**config.mk**
```make
export PLATFORM = sky130hd
export DESIGN_NAME = ram_dp_slave
export DESIGN_NICKNAME = d
export VERILOG_FILES = /design/src/rtl/ram_dp_slave.sv
export SDC_FILE = /design/constraint.sdc
export NUM_CORES = 1
export LEC_CHECK = 0
export BUFFER_PORTS_ARGS = -buffer_cell sky130_fd_sc_hd__clkbuf_2
export CAP_MARGIN = 10
export CORE_MARGIN = 3
export CORE_UTILIZATION = 25
export CTS_CLUSTER_DIAMETER = 150
export DETAILED_ROUTE_END_ITERATION = 6
export SYNTH_ARGS = -nofsm -noshare
export SYNTH_HDL_FRONTEND = slang
export SYNTH_SLANG_ARGS = --single-unit
```
**constraint.sdc**
```tcl
create_clock -name clk -period 5.48 [get_ports clk]
set_clock_uncertainty 0.15 [all_clocks]
set_input_delay 1.096 -clock clk [delete_from_list [all_inputs] [get_ports clk]]
set_output_delay 1.096 -clock clk [all_outputs]
set_load 0.02 [all_outputs]
```
**src/rtl/ram_dp_slave.sv**
```systemverilog
// True dual-port synchronous RAM, slave side, with read pipeline,
// read-first collision rules and a post-reset clear sweep.
//
// Ports:
//   clk, rst            : clock, synchronous active-high reset
//   addra/dina/wea/rea  : port A request
//   douta/dvala         : port A read data / one-cycle valid
//   addrb/dinb/web/reb  : port B request
//   doutb/dvalb         : port B read data / one-cycle valid
//   busy                : clear sweep in progress, requests ignored
module ram_dp_slave #(
  parameter int DATA_WIDTH     = 8,
  parameter int DEPTH          = 16,
  parameter int READ_LATENCY   = 1,
  parameter int CLEAR_ON_RESET = 1,
  localparam int ADDR_WIDTH    = $clog2(DEPTH)
) (
  input  logic                  clk,
  input  logic                  rst,
  input  logic [ADDR_WIDTH-1:0] addra,
  input  logic [DATA_WIDTH-1:0] dina,
  input  logic                  wea,
  input  logic                  rea,
  output logic [DATA_WIDTH-1:0] douta,
  output logic                  dvala,
  input  logic [ADDR_WIDTH-1:0] addrb,
  input  logic [DATA_WIDTH-1:0] dinb,
  input  logic                  web,
  input  logic                  reb,
  output logic [DATA_WIDTH-1:0] doutb,
  output logic                  dvalb,
  output logic                  busy
);

  localparam int L = READ_LATENCY;
  localparam logic [ADDR_WIDTH-1:0] LAST =
    ADDR_WIDTH'(DEPTH - 1);

  if (READ_LATENCY < 1 || READ_LATENCY > 4) begin : g_bad_lat
    $error("READ_LATENCY must be in 1..4");
  end

  typedef enum logic {
    CLEAR,
    READY
  } state_t;

  state_t                  state;
  logic [ADDR_WIDTH-1:0]   clr_cnt;
  logic [DATA_WIDTH-1:0]   mem [DEPTH];

  logic                    acc;
  logic                    ina;
  logic                    inb;
  logic                    rd_a;
  logic                    rd_b;
  logic                    wr_a;
  logic                    wr_b;
  logic                    clearing;
  logic [DATA_WIDTH-1:0]   rdat_a;
  logic [DATA_WIDTH-1:0]   rdat_b;

  logic [L-1:0]            va;
  logic [L-1:0]            vb;
  logic [DATA_WIDTH-1:0]   da [L];
  logic [DATA_WIDTH-1:0]   db [L];

  // With a power-of-two depth every address is in range.
  if (DEPTH == (1 << ADDR_WIDTH)) begin : g_pow2
    assign ina = 1'b1;
    assign inb = 1'b1;
  end else begin : g_npow2
    assign ina = (32'(addra) < DEPTH);
    assign inb = (32'(addrb) < DEPTH);
  end

  assign acc      = (state == READY) && !rst;
  assign clearing = (state == CLEAR) && !rst;
  assign rd_a     = acc && rea;
  assign rd_b     = acc && reb;
  assign wr_a     = acc && wea && ina;
  assign wr_b     = acc && web && inb;

  // Sampled before this edge's writes land: read-first.
  assign rdat_a = ina ? mem[addra] : '0;
  assign rdat_b = inb ? mem[addrb] : '0;

  always_ff @(posedge clk) begin
    if (rst) begin
      clr_cnt <= '0;
      if (CLEAR_ON_RESET != 0) begin
        state <= CLEAR;
        busy  <= 1'b1;
      end else begin
        state <= READY;
        busy  <= 1'b0;
      end
    end else begin
      unique case (state)
        CLEAR: begin
          clr_cnt <= clr_cnt + 1'b1;
          if (clr_cnt == LAST) begin
            state <= READY;
            busy  <= 1'b0;
          end
        end
        READY: begin
          busy <= 1'b0;
        end
        default: begin
          state <= READY;
        end
      endcase
    end
  end

  // Port A written last so it wins a same-address collision.
  always_ff @(posedge clk) begin
    if (clearing) begin
      mem[clr_cnt] <= '0;
    end else begin
      if (wr_b) mem[addrb] <= dinb;
      if (wr_a) mem[addra] <= dina;
    end
  end

  // Data stages only load on valid, so dout holds between reads.
  always_ff @(posedge clk) begin
    if (rst) begin
      va <= '0;
      vb <= '0;
      for (int k = 0; k < L; k++) begin
        da[k] <= '0;
        db[k] <= '0;
      end
    end else begin
      va[0] <= rd_a;
      vb[0] <= rd_b;
      if (rd_a) da[0] <= rdat_a;
      if (rd_b) db[0] <= rdat_b;
      for (int k = 1; k < L; k++) begin
        va[k] <= va[k-1];
        vb[k] <= vb[k-1];
        if (va[k-1]) da[k] <= da[k-1];
        if (vb[k-1]) db[k] <= db[k-1];
      end
    end
  end

  assign douta = da[L-1];
  assign doutb = db[L-1];
  assign dvala = va[L-1];
  assign dvalb = vb[L-1];

endmodule

```
==> impl_metrics.ini <==
[outcome]
outcome = finished, final reports clean

[synth]
synth_cell_types = 41
synth_adder_area_share = 0.00143
synth-async-reset-ratio = 0
synth_compound_area_frac = 0.0392
syn-num-nets = 603
postSynthCellCount = 572
syn_area_per_cell_um2 = 15.3
yosys.area_share.simple = 0.0669
muxShareOfSynthArea = 0.352
synth_top_cell_by_area = edfxtp_1
yosysMostFrequentCell = edfxtp_1
synth_edf_count = 144
synth.area.top_cells = edfxtp_1, mux2_2, mux4_2
yosys_warnings = 0
synth_top_family_by_area = multiplexers
ys_dominant_reg_cell = edfxtp_1
ys_seq_area_frac = 0.513
synth_area_um2 = 8740
netlist_top_cells_count = edfxtp_1, mux2_2, mux4_2
synth-xor-area-share = 0.00301
yosysTopAreaCellShare = 0.495
yosys_register_bits = 152

[route]
routed_wl_mm = 26.8
drt-wirelength-per-cell_um = 25.2
first_pass_iters = 5
first_iter_violations = 644
detail_route.vias_per_cell = 5.23
vias = 5580
ant_nets = 0
drc = 0

[worst_setup_path]
r2r_slack_ps = 2000
reg2reg_depth = 4
cp_top_family = simple AND/OR/NAND/NOR gates
critPathCapture = mem[4][7]$_DFFE_PP_
worst_path_max_delay_cell = and3b_1
required_ps = 5370
crit_path_start_kind = input port
end_kind = flop
worstReg2RegStart = state$_SDFF_PP0_
max_stage_delay_ps = 900
path_class = input port to flop
reg2reg_to = mem[4][7]$_DFFE_PP_
cp_cell_sequence = clkbuf_2 > and3b_1 > mux2i_1 > nand2_1 > o22ai_1
arrival_ps = 3630
startpoint = rst
crit_cells = 5
path_buf_inv = 1
crit_path_max_fanout = 19

[global_route]
antenna_found_initial = 0
grt_pass1_vias = 5465
overflow = 0
grt_pass1_wl_mm = 38.6
grt_max_degree = 45
grt.total_usage = 0.146

[power]
ir_worst_vdd_mv = 0.172
p_leak_nw = 3.69
p_per_area_nw_per_um2 = 262

[clock_tree]
clk_pin_slew_ps = 60
ctsResizeCount = 0
post_cts_buffers = 0
cts_buffers = 17
clock-sinks = 152
clockBufferDepth = 2
cts-htree-levels = 4
insertion_delay_ps = 430
cts_root_buffer = clkbuf_16
cts_tree = built
postCtsHoldBufs = 0

[die]
die_area_um2 = 37200
io_pins = 49
core-area_um2 = 34000
start_util = 0.257
die_w_um = 193
die_h_um = 193
fp-row-count = 67

[timing]
finalCritPeriodShare = 0.682
whs_ps = 355
rsz0062_at_grt = false
final.min_clock_period_ps = 3740
hold_violations = 0
slew_viol_final = 0
finalSetupViolations = 0
max_freq_mhz = 268
relSlewSlack = 0.146
worst_slew_pin_slew_ps = 1280
fin_tns_setup_ps = 0

[placed_design]
dpl.hpwl_mm = 18.7
io_buffers = 48
routabilityCongestion = 0.876

[flow_run]
drv_cap = 0

[hold_path]
hold_path.class = flop to flop
min_from = busy$_SDFFE_PP1P_

[final_layout]
fillers = 3397
diodes = 0
areaGrowthSynthToFinish_pct = 14.6
final_layout_size_suffix_gt1_frac = 0.478
nNetsFinal = 637
-- cells by family after synthesis --
group | Yosys count
mux | 216
buf+inv | 50
xor+xnor | 3
flops | 152
compound gates | 53
fa+ha+maj | 1
simple gates | 97
-- registers in the layout, summed over array words and instances (netlist names) --
name	flops
clr_cnt	4
dvalb	1
da	8
dvala	1
busy	1
mem	128
db	8
state	1
-- worst min-delay path, delay by kind of cell, from the launching register on --
family           cells  cell delay (ps)
and+or+nand+nor      2              120
DFF                  1              350
-- through the flow --
stage          instances  worst slack [ps]  utilization  cell area [um^2]  power [mW]
6_report            1067              1740        0.295             10000        2.63
5_1_grt             1067              1600        0.295             10000        2.70
4_1_cts             1065              1630        0.295             10000        2.63
3_5_place_dp        1033              1180        0.278              9430        1.49
3_3_place_gp        1032              1250        0.278              9430        1.49
2_1_floorplan        572              2230            -              8740        1.42
-- layer usage --
| layer | up-vias | part of all wire | track usage |
|---|---|---|---|
| met5 | - | 0 | 0 |
| met3 | 28 | 0.085 | 0.0418 |
| met2 | 262 | 0.48 | 0.236 |
| li1 | 2380 | - | - |
| met4 | 0 | 0.014 | 0.0350 |
| met1 | 2910 | 0.42 | 0.196 |
-- power breakdown --
group	leakage [nW]	switching, mW	total, mW	internal (mW)
sequential	1.59	0.0103	1.28	1.27
clock	0.271	0.485	1.16	0.671
combinational	1.83	0.120	0.190	0.0694
total	3.69	0.615	2.63	2.01
-- layout make-up --
class / instances / area [um^2] / area share
well taps: 448 / 561 / 0.0560
inverters: 4 / 15.0 / 0.00150
repair buffers: 61 / 335 / 0.0335
clock inverters: 11 / 125 / 0.0125
clock buffers: 21 / 440 / 0.0440
flip-flops and latches: 152 / 4480 / 0.448
multi-input cells: 370 / 4050 / 0.405
-- worst min-delay path by stage --
stage | end | cells after the start
2_1_floorplan | clr_cnt[3]$_SDFFE_PP0N_ | 2
3_3_place_gp | busy$_SDFFE_PP1P_ | 2
3_5_place_dp | busy$_SDFFE_PP1P_ | 2
4_1_cts | busy$_SDFFE_PP1P_ | 2
5_1_grt | busy$_SDFFE_PP1P_ | 2
6_report | busy$_SDFFE_PP1P_ | 2
-- placed cells by master, fill, tap and decap left out, drive strengths merged, types with 7 or more instances in the layout --
| master | count |
|---|---|
| mux4 | 60 |
| buf | 12 |
| nor2 | 14 |
| clkbuf | 70 |
| nor2b | 12 |
| and2 | 8 |
| dfxtp | 8 |
| mux2 | 133 |
| mux2i | 23 |
| edfxtp | 144 |
| a211oi | 8 |
| o22ai | 14 |
| o21ai | 14 |
| nor3 | 7 |
| nand2 | 26 |
No activity file was read; power rests on OpenSTA's default activity.
